## config.mk

```make
export PLATFORM = sky130hd
export DESIGN_NAME = wb_line_slave
export DESIGN_NICKNAME = d
export VERILOG_FILES = /design/src/rtl/wb_line_slave.sv
export SDC_FILE = /design/constraint.sdc
export NUM_CORES = 1
export LEC_CHECK = 0
export ABC_AREA = 1
export ABC_CLOCK_PERIOD_IN_PS = 3830
export CORE_AREA = 2 2 200 202
export CTS_BUF_LIST = sky130_fd_sc_hd__clkbuf_8 sky130_fd_sc_hd__clkbuf_16
export DETAILED_ROUTE_END_ITERATION = 8
export DIE_AREA = 0 0 202 204
export PLACE_DENSITY = 0.68
export SYNTH_ARGS = -nofsm -noshare
export SYNTH_HDL_FRONTEND = slang
export SYNTH_SLANG_ARGS = --single-unit
```

## constraint.sdc

```tcl
create_clock -name clk -period 3.83 [get_ports clk]
set_clock_uncertainty 0.1 [all_clocks]
set_input_delay 0.383 -clock clk [delete_from_list [all_inputs] [get_ports clk]]
set_output_delay 0.383 -clock clk [all_outputs]
set_load 0.02 [all_outputs]
```

## src/rtl/wb_line_slave.sv

```systemverilog
// wb_line_slave
// Terminates a 128-bit Wishbone line bus and bridges it to a 16-bit backing
// memory. A read fetches all eight words into the line buffer before a single
// ack. A write stores only the words whose byte-select pair is non-zero. A
// periodic refresh window blocks the memory, and a request that arrives while
// refresh is pending is answered with a retry.
//
// Ports
//   clk, rst_n              clock, asynchronous active-low reset
//   wb_adr[11:0]            line address (byte address bits [15:4])
//   wb_dat_m[127:0]         write line, word i = bits [16i+15:16i]
//   wb_dat_s[127:0]         read line buffer
//   wb_sel[15:0]            byte lanes, bits [2i+1:2i] belong to word i
//   wb_we, wb_stb, wb_cyc   request qualifiers
//   wb_ack, wb_rty          one-cycle completion / retry pulses
//   mem_address[15:0]       {line, word index, 1'b0}
//   mem_wdata[15:0]         write word
//   mem_byte_enable[1:0]    byte enables for the current word
//   mem_read, mem_write     request, held until mem_resp
//   mem_rdata[15:0]         read word
//   mem_resp                completion of the current word
//
// Memory handshake: mem_read/mem_write stay high with address, data and
// byte enables stable until the cycle in which mem_resp is high; that cycle
// retires the word and the next word's fields appear one cycle later.
module wb_line_slave #(
  parameter int REFRESH_PERIOD = 1024,
  parameter int REFRESH_CYCLES = 4
) (
  input  logic         clk,
  input  logic         rst_n,
  input  logic [11:0]  wb_adr,
  input  logic [127:0] wb_dat_m,
  output logic [127:0] wb_dat_s,
  input  logic [15:0]  wb_sel,
  input  logic         wb_we,
  input  logic         wb_stb,
  input  logic         wb_cyc,
  output logic         wb_ack,
  output logic         wb_rty,
  output logic [15:0]  mem_address,
  output logic [15:0]  mem_wdata,
  output logic [1:0]   mem_byte_enable,
  output logic         mem_read,
  output logic         mem_write,
  input  logic [15:0]  mem_rdata,
  input  logic         mem_resp
);

  typedef enum logic [2:0] {IDLE, READ, WRITE, ACK, RTY, REFRESH} state_t;

  state_t        state, state_n;
  logic [11:0]   adr_q;
  logic [15:0]   sel_q;
  logic [127:0]  dat_q;
  logic [2:0]    idx;
  logic          abort_q;
  logic [31:0]   ref_cnt;
  logic [31:0]   ref_hold;
  logic          pending;
  logic          req;
  logic          ref_hit;
  logic [3:0]    scan;   // {found, word index} of the next selected word

  // Lowest word index >= from whose select pair is non-zero.
  function automatic logic [3:0] find_sel(input logic [15:0] sel, input logic [3:0] from);
    logic [3:0] r;
    r = 4'd0;
    for (int i = 7; i >= 0; i--) begin
      if (4'(i) >= from && sel[2*i +: 2] != 2'b00) r = {1'b1, 3'(i)};
    end
    return r;
  endfunction

  assign req     = wb_stb & wb_cyc;
  assign ref_hit = (REFRESH_PERIOD != 0) && (ref_cnt == 32'(REFRESH_PERIOD - 1));

  assign mem_address = {adr_q, idx, 1'b0};
  assign mem_wdata   = dat_q[{idx, 4'b0000} +: 16];

  always_comb begin
    state_n         = state;
    scan            = 4'd0;
    mem_read        = 1'b0;
    mem_write       = 1'b0;
    mem_byte_enable = 2'b00;
    case (state)
      IDLE: begin
        scan = find_sel(wb_sel, 4'd0);
        if (pending && req)   state_n = RTY;
        else if (pending)     state_n = REFRESH;
        else if (req) begin
          if (!wb_we)         state_n = READ;
          else if (scan[3])   state_n = WRITE;
          else                state_n = ACK;     // nothing selected
        end
      end
      READ: begin
        mem_read        = 1'b1;
        mem_byte_enable = 2'b11;
        if (mem_resp) begin
          if (abort_q || !wb_cyc) state_n = IDLE;
          else if (idx == 3'd7)   state_n = ACK;
        end
      end
      WRITE: begin
        mem_write       = 1'b1;
        mem_byte_enable = sel_q[{idx, 1'b0} +: 2];
        scan            = find_sel(sel_q, {1'b0, idx} + 4'd1);
        if (mem_resp) begin
          if (abort_q || !wb_cyc) state_n = IDLE;
          else if (!scan[3])      state_n = ACK;
        end
      end
      ACK:     state_n = IDLE;
      RTY:     state_n = REFRESH;
      REFRESH: if (ref_hold + 32'd1 >= 32'(REFRESH_CYCLES)) state_n = IDLE;
      default: state_n = IDLE;
    endcase
  end

  always_ff @(posedge clk or negedge rst_n) begin
    if (!rst_n) begin
      state    <= IDLE;
      adr_q    <= '0;
      sel_q    <= '0;
      dat_q    <= '0;
      idx      <= '0;
      abort_q  <= 1'b0;
      ref_cnt  <= '0;
      ref_hold <= '0;
      pending  <= 1'b0;
      wb_dat_s <= '0;
      wb_ack   <= 1'b0;
      wb_rty   <= 1'b0;
    end else begin
      state  <= state_n;
      wb_ack <= (state_n == ACK);
      wb_rty <= (state_n == RTY);

      if (ref_hit || REFRESH_PERIOD == 0) ref_cnt <= '0;
      else                                ref_cnt <= ref_cnt + 32'd1;

      // A new period expiring on the same edge that ends a refresh wins.
      if (ref_hit)                                   pending <= 1'b1;
      else if (state == REFRESH && state_n == IDLE)  pending <= 1'b0;

      ref_hold <= (state == REFRESH && state_n != IDLE) ? ref_hold + 32'd1 : '0;

      // Once wb_cyc drops, the in-flight word still finishes; remember the
      // abort until that word's mem_resp.
      if (state == READ || state == WRITE) abort_q <= !mem_resp && (abort_q || !wb_cyc);
      else                                 abort_q <= 1'b0;

      case (state)
        IDLE: begin
          if (!pending && req) begin
            adr_q <= wb_adr;
            sel_q <= wb_sel;
            dat_q <= wb_dat_m;
            idx   <= wb_we ? scan[2:0] : 3'd0;
          end
        end
        READ: begin
          if (mem_resp) begin
            wb_dat_s[{idx, 4'b0000} +: 16] <= mem_rdata;
            idx <= idx + 3'd1;
          end
        end
        WRITE: begin
          if (mem_resp) idx <= scan[2:0];
        end
        default: ;
      endcase
    end
  end

endmodule

```

[Word-level counts from Yosys, hierarchy flattened]
Index checks and enable logic that the tools add are counted.
Word-level totals
  flip-flop bits (word level): 358
  logic and storage cells: 130
Operators by class
  mux-type cells: 46
  order comparisons: 9
  bitwise gates (word level): 1
  eq/ne operators: 11
  add/sub/neg operators: 5
  reduce and logical (&&, ||, !) cells: 42
  shift operators: 4
Operators with widths (count)
  128-bit bitwise mux: 1
  16-bit by 9-bit variable shift with 128-bit output (first input constant): 1
  128-bit by 8-bit indexed part select with 16-bit output: 1
  16-bit by 9-bit indexed part select with 128-bit output: 1
  4-bit two-way mux: 18
  32-bit by 1-bit adder with 32-bit output (second input constant): 2
  32-bit two-way mux: 2
  3-bit two-way mux: 15
  2-bit nonzero test: 17
  32-bit by 10-bit == test with 1-bit output (second input constant): 1
  32-bit by 3-bit greater-or-equal comparator with 1-bit output (second input constant): 1
  3-bit by 4-bit greater-or-equal comparator with 1-bit output (first input constant): 4
  16-bit by 5-bit indexed part select with 2-bit output: 1
  3-bit one-hot mux with 5 select lines: 1
  1-bit logical AND: 13
  3-bit == test (second input constant): 4
  7-bit negator with 9-bit output: 1
  3-bit one-hot mux with 3 select lines: 1
  1-bit by 4-bit greater-or-equal comparator with 1-bit output (first input constant): 2
  2-bit by 4-bit greater-or-equal comparator with 1-bit output (first input constant): 2
  3-bit by 2-bit == test with 1-bit output (second input constant): 2
  3-bit zero test: 2
  1-bit two-way mux: 6
  2-bit != test (second input constant): 3
  other kinds (11): 16

[Logic depth before layout (Yosys ltp)]
Gate-level depths: netlist (run 1).
  depth in word-level cells: 20
  gate-level depth with buffers: 19
  depth with buffers taken out: 17

[Worst setup path before layout (run 1)]
No wires, ideal clock.
  path kind: register to register
  start point: reg idx[0]
  end point: reg wb_dat_s[49]
  arrival time: 2.990 ns
  data required time: 3.595 ns
  library setup time: 0.135 ns
  stages on the path, launching flop included: 16
  clock period less this slack: 3.225 ns
  slack: 0.605 ns
  buffers on the path: 5
  path through: dfrtp_1 > clkbuf_1 > inv_1 > clkbuf_1 > clkbuf_1 > ha_1 > ha_1 > inv_1 > nor2_1 > inv_2 > nor3_2 > inv_2 > buf_2 > buf_2 > nand2_1 > o31ai_1
Between the ends
  longest elaborated chain between the ends: 3
  elaborated cells on any way between the ends: 4
  classes of those cells: add/sub: 1; shift: 2; mux: 1
RTL lines
  from (decl): line 56  | logic [2:0] idx;
  from (signal assigned): line 161  | idx <= wb_we ? scan[2:0] : 3'd0;
  from (signal assigned): line 167  | idx <= idx + 3'd1;
  from (signal assigned): line 171  | if (mem_resp) idx <= scan[2:0];
  7-bit negator with 9-bit output *: line 166  | wb_dat_s[{idx, 4'b0000} +: 16] <= mem_rdata;
  16-bit by 9-bit indexed part select with 128-bit output or 16-bit by 9-bit variable shift with 128-bit output (tied branches): line 166
  128-bit bitwise mux *: line 166
  to (signal, indexed assignment): line 166
  to (decl): line 34  | output logic [127:0] wb_dat_s,
Mark *: on every way between the ends. The rest lies on a longest branch, timed or not.
A chain may end at the register's enable or synchronous reset.

[Worst setup path after layout (run 1)]
  start point: reg idx[0]
  end point: out mem_wdata[0]
Between the ends
  longest elaborated chain between the ends: 1
RTL lines
  128-bit by 8-bit indexed part select with 16-bit output: line 79  | assign mem_wdata = dat_q[{idx, 4'b0000} +: 16];
  to (decl): line 42  | output logic [15:0] mem_wdata,
Every way passes these cells.

==> out/qor.txt, run 1 <==
Nets@finish = 2,619
Largest fanout on the critical path = 39
Starting Density = 42.4%
Critical Path RT = 3.35 ns
Hold buffer count at CTS = 1
Layout area overhead = 32.5%
Register area share after synthesis = 54.0%
Async S/R FF share, synth = 100%
Final setup vio count = 0
IO Pins = 344
CP max-delay cell = clkdlybuf4s50_1
Via density = 5.05
CP cell instances = inv_2, buf_4, o21ai_0, o22ai_1, nor2_1, a31oi_1, clkdlybuf4s50_1
Yosys reg bits = 358
Pin count of the biggest net entering global routing = 103
Fmax = 284 MHz
Post-synth EDFFs = 0
WL final = 51,200 µm
Clock Pin Slew Worst Setup and Hold Paths = 0.06 ns
Setup TNS = 0 ns
H-Tree Level Count = 2
Clock Path Buffers = 3
Die ar. = 0.0412 mm²
Gr ovfl total = 0
First-pass GRT wire length = 80,300 µm
Maximum vdd drop = 0.000461 V
Min cycle time layout = 3.52 ns
DR pass1 iterations = 5
WP data arrival = 3.03 ns
Status = complete, no violations
Clock latency at the later pin of the worst-skew pair = 0.53 ns
YS warnings = 0
Detailed-route wire length per cell = 17.1 µm
Detail Route Antenna Nets = 0
Fin crit share = 91.8%
Post-CTS Repair Setup Buffers = 0
Fin util = 56.1%
Root buffer cell = clkbuf_16
Critical Path Sink Type = output port
# Max-Cap Violations = 0
Layout cells sized above 1 = 5.73%
Rel. slew slack = 36.5%
DR vias = 15.1k
Post-synthesis cell type count = 51
Number of global-route vias before repair = 14.6k
Remaining DRCs = 0
Die width = 202 µm
Core area = 0.0392 mm²
RSZ-0062 raised after global routing = no
CTS tree = yes
CTS sink cnt = 358
Leak pwr = 10.6 nW
Power Total = 16.6 mW
Total track usage = 24.8%
Post-CTS Resized = 0
Top_reg_cell synth = dfrtp_1
Synth Instances = 2,081
Initial antenna violation count = 3
CTS buffer count = 39
Slew @ Worst Pin = 0.953 ns
Pins Over Slew Limit = 0
Row cnt = 73
Power density over cell area = 756 mW/mm²
Post-DP HPWL = 37,600 µm
Post-Syn Area = 0.0166 mm²
CP startpoint kind = flip-flop
Die height = 204 µm
Critical path class = flip-flop to output port
Initial DRC Count = 1,125
CP max stage delay = 0.68 ns
Fillcell total = 3,541
Final Hold Viols = 0
Hold Crit Class = input pin to flip-flop
PortBufs = 342
Syn_area_per_cell = 7.97 µm²
Placer Congestion = 0.892
## area by class of cell
| type | instances | area (µm²) | share of cell area, % |
|---|---|---|---|
| Tap cell | 525 | 657 | 2.99 |
| Inverter | 132 | 498 | 2.26 |
| Multi-Input combinational cell | 1528 | 6890 | 31.3 |
| Sequential cell | 358 | 8960 | 40.7 |
| Timing Repair Buffer | 372 | 3690 | 16.8 |
| Clock buffer | 47 | 1110 | 5.04 |
| Antenna cell | 2 | 5.00 | 0.0228 |
| Clock inverter | 22 | 179 | 0.813 |
## worst max-delay path: cells and delay by family (launching register included)
kind	cells	cell delay [ns]
compound gates	3	0.66
buf+inv	3	1.20
flops	1	0.58
simple gates	1	0.06
## flip-flops by register name, summed over array words and instances, names as in the netlist
name / cells
wb_dat_s: 128
abort_q: 1
ref_hold: 32
wb_ack: 1
pending: 1
ref_cnt: 32
adr_q: 12
state: 3
sel_q: 16
dat_q: 128
idx: 3
wb_rty: 1
## placed cells by master (no fill, tap or decap), drive strengths merged, types with 2 or more instances in the layout
| cell | synthesis | final |
|---|---|---|
| conb | 1 | 31 |
| nor3b | 2 | 2 |
| bufinv | 0 | 3 |
| o221ai | 4 | 4 |
| clkbuf | 77 | 47 |
| buf | 16 | 30 |
| xor2 | 20 | 20 |
| a31oi | 20 | 20 |
| ha | 10 | 10 |
| nand3b | 11 | 11 |
| nor2 | 248 | 248 |
| or2 | 3 | 3 |
| diode | 0 | 2 |
| o22ai | 18 | 18 |
| nand2 | 821 | 821 |
| clkdlybuf4s50 | 0 | 341 |
| nor3 | 35 | 35 |
| a21oi | 8 | 8 |
| xnor2 | 8 | 8 |
| nor4 | 16 | 16 |
| o211ai | 6 | 6 |
| inv | 131 | 141 |
| nand3 | 39 | 39 |
| o21bai | 2 | 2 |
| dfrtp | 358 | 358 |
| nand4 | 22 | 22 |
| clkinv | 1 | 9 |
| o21ai | 176 | 176 |
| a22oi | 2 | 2 |
| mux2 | 4 | 4 |
| o31ai | 13 | 13 |
## final timing paths
kind                              start           end  slack (ns)  cells after the start
hold reg to reg              ref_cnt[0]    ref_cnt[0]        0.36                      1
max in group asynchronous         rst_n     dat_q[25]        2.17                      3
min in group asynchronous         rst_n  wb_dat_s[86]        0.40                      2
setup reg to reg                 idx[0]   wb_dat_s[8]        0.99                      9
setup / recovery                 idx[0]  mem_wdata[0]        0.31                      7
hold / removal             wb_dat_m[11]     dat_q[11]        0.28                      3
## report_power, final
group	switching [mW]	internal, mW
logic	4.29	2.69
clock network	1.51	2.25
registers	0.846	5.03
## kinds of logic (layout without fill, tap and decap cells)
| kind of cell | after synthesis | in the layout | synth area share, % |
|---|---|---|---|
| xor gates and xnor gates | 28 | 28 | 1.48 |
| AOI/OAI and AO/OA | 253 | 253 | 8.43 |
| other | 1 | 33 | 0.0226 |
| buffers and inverters | 225 | 573 | 5.20 |
| DFF | 358 | 358 | 54.0 |
| and+or+nand+nor | 1202 | 1202 | 29.9 |
| adders and majority gates | 10 | 10 | 0.754 |
| muxes | 4 | 4 | 0.271 |
## cells in the mapped netlist (all sizes together), types with 2 or more instances
| cell | count | area (µm²) |
|---|---|---|
| clkbuf | 77 | 289 |
| mux2 | 4 | 45.0 |
| dfrtp | 358 | 8960 |
| or2 | 3 | 18.8 |
| nand2 | 821 | 3100 |
| xnor2 | 8 | 70.1 |
| nand4 | 22 | 138 |
| nand3 | 39 | 210 |
| a21oi | 8 | 40.0 |
| ha | 10 | 125 |
| o31ai | 13 | 97.6 |
| nor2 | 248 | 995 |
| o221ai | 4 | 35.0 |
| o22ai | 18 | 113 |
| buf | 16 | 78.8 |
| nor3 | 35 | 211 |
| o21ai | 176 | 881 |
| a22oi | 2 | 15.0 |
| nand3b | 11 | 82.6 |
| o21bai | 2 | 15.0 |
| a31oi | 20 | 125 |
| nor4 | 16 | 149 |
| inv | 131 | 492 |
| o211ai | 6 | 45.0 |
| nor3b | 2 | 15.0 |
| xor2 | 20 | 175 |
## per-stage QoR
stage	instance area [µm²]	hold slack [ns]	std cells	worst slack [ns]
6_report	22000	0.285	2986	0.314
5_1_grt	22000	0.279	2986	0.178
4_1_cts	22000	0.266	2984	0.263
3_5_place_dp	20700	0.349	2914	0.874
3_3_place_gp	20700	0.341	2914	0.907
2_1_floorplan	16700	-0.0126	2111	0.605
## per-layer routing
layer	track usage, %	part of all wire (%)	wire [µm]	vias up
li1	-	-	-	7303
met1	32.3	43	21900	7123
met2	41.7	47	24100	558
met3	4.54	6.7	3410	95
met4	8.90	3.3	1680	2
met5	0	0.025	13	-
No activity file was read; power rests on OpenSTA's default activity.
==> run 2, diff against run 1 <==
--- a/config.mk
+++ b/config.mk
@@ -11,7 +11,7 @@
 export CTS_BUF_LIST = sky130_fd_sc_hd__clkbuf_8 sky130_fd_sc_hd__clkbuf_16
 export DETAILED_ROUTE_END_ITERATION = 8
 export DIE_AREA = 0 0 202 204
-export PLACE_DENSITY = 0.68
+export DONT_BUFFER_PORTS = 1
 export SYNTH_ARGS = -nofsm -noshare
 export SYNTH_HDL_FRONTEND = slang
 export SYNTH_SLANG_ARGS = --single-unit
==> run 2 against run 1 <==
The flow now finishes with violations (hold timing, slew limit); sequential power up 12%; setup slack better by 0.23 ns; core utilization down 4.6 points; combinational power down 27%; critical endpoint is now mem_wdata[4]; clock power down 4%; largest cell class unchanged; worst hold slack worse by 0.86 ns; cell count down 5.9%; first-iteration DRC count down 2.0%.
==> out/qor.txt, run 2 (synthesis gave the netlist of run 1 again) <==
Hold Crit Class = input pin to async pin
Initial DRC Count = 1,103
H-Tree Level Count = 2
First-pass GRT wire length = 81,000 µm
Largest registers = dat_q (128), wb_dat_s (128)
Total track usage = 25.2%
Remaining DRCs = 0
Design area = 0.0202 mm²
Critical Path Sink Type = output port
Fin crit share = 85.8%
Die ar. = 0.0412 mm²
Setup TNS = 0 ns
Power Total = 15.3 mW
Post-DP HPWL = 34,500 µm
Nets@finish = 2,448
DR vias = 14.5k
Most frequent cells in the layout = 815 x nand2_1, 356 x dfrtp_1, 236 x nor2_1
Min cycle time layout = 3.28 ns
Pin count of the biggest net entering global routing = 359
Commonest non-fill, non-tap cell in the layout = nand2_1
Fmax = 304 MHz
# diodes = 0
Maximum vdd drop = 0.000451 V
WP data arrival = 2.80 ns
Clock latency at the later pin of the worst-skew pair = 0.56 ns
Leak pwr = 10.0 nW
# Max-Cap Violations = 0
PortBufs = 0
Rel. slew slack = -15.2%
Row cnt = 73
Number of global-route vias before repair = 14.4k
Layout area overhead = 21.7%
Power density over cell area = 757 mW/mm²
Via density = 5.17
CTS buffer count = 40
Critical Path RT = 3.35 ns
Die height = 204 µm
Pins Over Slew Limit = 176
Final Hold Viols = 358
WHS = -0.576 ns
Slew @ Worst Pin = 1.73 ns
Core area = 0.0392 mm²
Hold buffer count at CTS = 172
Post-CTS Repair Setup Buffers = 0
WL final = 51,900 µm
IO Pins = 344
Root buffer cell = clkbuf_16
Final setup vio count = 0
Placed cell area = 0.0173 mm²
Failing checks = hold timing, slew limit
Largest fanout on the critical path = 39
Initial antenna violation count = 0
CTS tree = yes
Placer Congestion = 0.893
Layout cells sized above 1 = 6.00%
Detailed-route wire length per cell = 18.5 µm
CP startpoint kind = flip-flop
Starting Density = 42.4%
Gr ovfl total = 0
Status = finished with violations
Clock Path Buffers = 3
RSZ-0062 raised after global routing = no
Clock Pin Slew Worst Setup and Hold Paths = 0.06 ns
DR pass1 iterations = 5
Fin util = 51.5%
Detail Route Antenna Nets = 0
Post-CTS Resized = 0
CTS sink cnt = 358
Critical path class = flip-flop to output port
Die width = 202 µm
==> run 2: cell types whose count changed in the layout (fill, tap and decap cells not counted), moves of 2 or more <==
cell	before	now
bufinv_16	3	0
dlygate4sd3_1	1	172
buf_4	26	24
inv_6	0	2
diode_2	2	0
clkdlybuf4s50_1	341	0
==> run 2: area by class of cell <==
class	instances	area [µm²]
Sequential cell	358	8960
Multi-Input combinational cell	1528	6890
Fill cell	3574	19000
Inverter	132	498
Clock inverter	20	93.8
Timing Repair Buffer	200	1980
Tap cell	525	657
Clock buffer	47	1110
==> run 2: critical path, stage by stage (launching register included) <==
cell	delay (ns)
dfrtp_2	0.54
inv_1	0.14
buf_4	0.42
o21ai_0	0.16
o22ai_1	0.30
nor2_1	0.08
a31oi_1	0.34
buf_4	0.22
==> run 2: power by group <==
part / internal (mW) / total [mW] / switching, mW
registers: 5.03 / 6.58 / 1.55
clock network: 2.05 / 3.60 / 1.55
logic: 1.64 / 5.12 / 3.48
total: 8.71 / 15.3 / 6.59
==> run 2: worst paths after layout <==
path / startpoint / endpoint / slack [ns] / cells past startpoint
setup / recovery: idx[1] / mem_wdata[4] / 0.55 / 7
max in group asynchronous: rst_n / idx[0] / 2.64 / 0
hold / removal: rst_n / wb_dat_s[18] / -0.58 / 0
min in group clk: mem_rdata[0] / wb_dat_s[48] / 0.01 / 2
setup reg to reg: idx[1] / wb_dat_s[8] / 0.99 / 8
hold reg to reg: ref_cnt[0] / ref_cnt[0] / 0.36 / 1
==> run 2: per-layer routing <==
metal	up-vias	global-route usage (%)	wire, µm
li1	6936	-	-
met1	6957	30.7	21000
met2	526	43.2	25300
met3	102	5.93	3830
met4	0	10.1	1780
met5	-	0	0
==> run 2: metrics by stage <==
step	cells	setup slack (ns)	hold slack (ns)
2_1_floorplan	2111	0.605	-0.0126
3_5_place_dp	2571	1.00	-0.00562
6_report	2810	0.546	-0.576
3_3_place_gp	2571	1.08	-0.00519
4_1_cts	2810	0.523	-0.601
5_1_grt	2810	0.401	-0.591
==> run 3, diff against run 2 <==
--- a/config.mk
+++ b/config.mk
@@ -7,11 +7,13 @@
 export LEC_CHECK = 0
 export ABC_AREA = 1
 export ABC_CLOCK_PERIOD_IN_PS = 3830
+export CAP_MARGIN = 40
 export CORE_AREA = 2 2 200 202
 export CTS_BUF_LIST = sky130_fd_sc_hd__clkbuf_8 sky130_fd_sc_hd__clkbuf_16
 export DETAILED_ROUTE_END_ITERATION = 8
 export DIE_AREA = 0 0 202 204
 export DONT_BUFFER_PORTS = 1
+export SLEW_MARGIN = 20
 export SYNTH_ARGS = -nofsm -noshare
 export SYNTH_HDL_FRONTEND = slang
 export SYNTH_SLANG_ARGS = --single-unit
==> run 3 against run 2 <==
Largest cell class unchanged; via count grew 0.21%; the run ends with hold timing left; register-to-register slack worse by 0.02 ns; clock-buffer cell count unchanged; worst hold slack worse by 0.0016 ns; setup slack got worse by 0.0013 ns; largest power group unchanged; die area unchanged; power grew 1.2%; critical path depth unchanged.
==> out/qor.txt, run 3 (synthesis gave the netlist of run 1 again) <==
Setup TNS = 0 ns
Remaining DRCs = 0
Rel. slew slack = 15.3%
Post-CTS Resized = 0
Fmax = 304 MHz
CTS buffer count = 40
PortBufs = 0
Detail Route Antenna Nets = 0
Pin count of the biggest net entering global routing = 359
Number of global-route vias before repair = 14.4k
Post-route worst setup slack = 0.544 ns
Root buffer cell = clkbuf_16
Critical Path RT = 3.35 ns
Worst reg2reg endpoint = wb_dat_s[8]
Die width = 202 µm
Slew @ Worst Pin = 1.27 ns
Register area = 0.00896 mm²
Die height = 204 µm
H-Tree Level Count = 2
Maximum vdd drop = 0.000435 V
WL final = 52,000 µm
RSZ-0062 raised after global routing = no
Fin util = 51.9%
Clock Path Buffers = 3
Highest Signal Layer = met4
FF-to-FF Start = idx[1]
Starting Density = 42.4%
Via density = 5.16
Total track usage = 25.4%
First-pass GRT wire length = 81,800 µm
Clock Pin Slew Worst Setup and Hold Paths = 0.06 ns
Placed cell area = 0.0173 mm²
CP startpoint kind = flip-flop
Core area = 0.0392 mm²
Largest fanout on the critical path = 39
Placed Instances = 2,573
Post-CTS Repair Setup Buffers = 0
Fillcell total = 3,599
Gr ovfl total = 0
Design area = 0.0203 mm²
Layout cells sized above 1 = 6.46%
Clock latency at the later pin of the worst-skew pair = 0.56 ns
Min cycle time layout = 3.29 ns
Nets@finish = 2,450
Status = finished with violations
Fin crit share = 85.8%
Non-filler cells, final = 2,819
Most frequent cells in the layout = 815 x nand2_1, 356 x dfrtp_1, 236 x nor2_1
Failing checks = hold timing
R2R cell count = 8
Initial DRC Count = 1,005
Met3 routed WL = 4010 µm
Post-DP HPWL = 34,600 µm
Layout area overhead = 22.4%
Hold buffer count at CTS = 172
Final setup vio count = 0
Met2 wire length = 25,500 µm
CTS tree = yes
Area of the multi-input gates = 0.00689 mm²
R2R setup slack = 0.97 ns
WHS = -0.578 ns
DR vias = 14.6k
Final Hold Viols = 358
IO Pins = 344
Row cnt = 73
Die ar. = 0.0412 mm²
Commonest non-fill, non-tap cell in the layout = nand2_1
DR pass1 iterations = 6
# Max-Cap Violations = 0
Critical path class = flip-flop to output port
CTS sink cnt = 358
Largest registers = dat_q (128), wb_dat_s (128)
Post-Route M1 WL = 20,800 µm
Power Total = 15.5 mW
Leak pwr = 10.1 nW
Detailed-route wire length per cell = 18.4 µm
Initial antenna violation count = 1
Hold Crit Class = input pin to async pin
Placer Congestion = 0.893
Pins Over Slew Limit = 0
WP data arrival = 2.80 ns
Critical Path Sink Type = output port
Worst slack, placed = 0.988 ns
Power density over cell area = 762 mW/mm²
-- run 3: changes by cell type in the layout (fill, tap and decap cells not counted) --
cell / before / now
buf_16: 0 / 1
buf_4: 24 / 25
bufinv_16: 0 / 2
clkinv_2: 7 / 13
clkinvlp_4: 0 / 1
diode_2: 0 / 2
inv_1: 131 / 127
-- run 3: layout make-up --
cell class	instances	share of cell area, %
Antenna cell	2	0.0246
Clock buffer	47	5.46
Clock inverter	25	0.868
Inverter	132	2.45
Multi-Input combinational cell	1528	33.9
Sequential cell	358	44.1
Tap cell	525	3.23
Timing Repair Buffer	202	9.93
-- run 3: how the worst max path moves through the flow --
| stage | slack (ns) | endpoint | start |
|---|---|---|---|
| 6_report | 0.54 | mem_wdata[4] | idx[1] |
| 5_1_grt | 0.42 | mem_wdata[4] | idx[1] |
| 4_1_cts | 0.51 | mem_wdata[4] | idx[1] |
| 3_5_place_dp | 0.99 | wb_dat_s[8] | idx[1] |
| 3_3_place_gp | 1.08 | wb_dat_s[8] | idx[0] |
| 2_1_floorplan | 0.61 | wb_dat_s[49] | idx[0] |
-- run 3: critical path: stages (launching register included) --
cell,delay [ns]
dfrtp_2,0.54
inv_1,0.14
buf_4,0.42
o21ai_0,0.16
o22ai_1,0.31
nor2_1,0.07
a31oi_1,0.34
buf_4,0.22
-- run 3: report_power, final --
part           internal, mW  switching [mW]
sequential             5.03            1.55
combinational          1.64            3.46
clock                  2.20            1.60
-- run 3: metal layers --
| layer | vias up | track usage [%] |
|---|---|---|
| li1 | 6963 | - |
| met1 | 6934 | 30.4 |
| met2 | 554 | 44.0 |
| met3 | 101 | 6.25 |
| met4 | 0 | 9.82 |
| met5 | - | 0 |
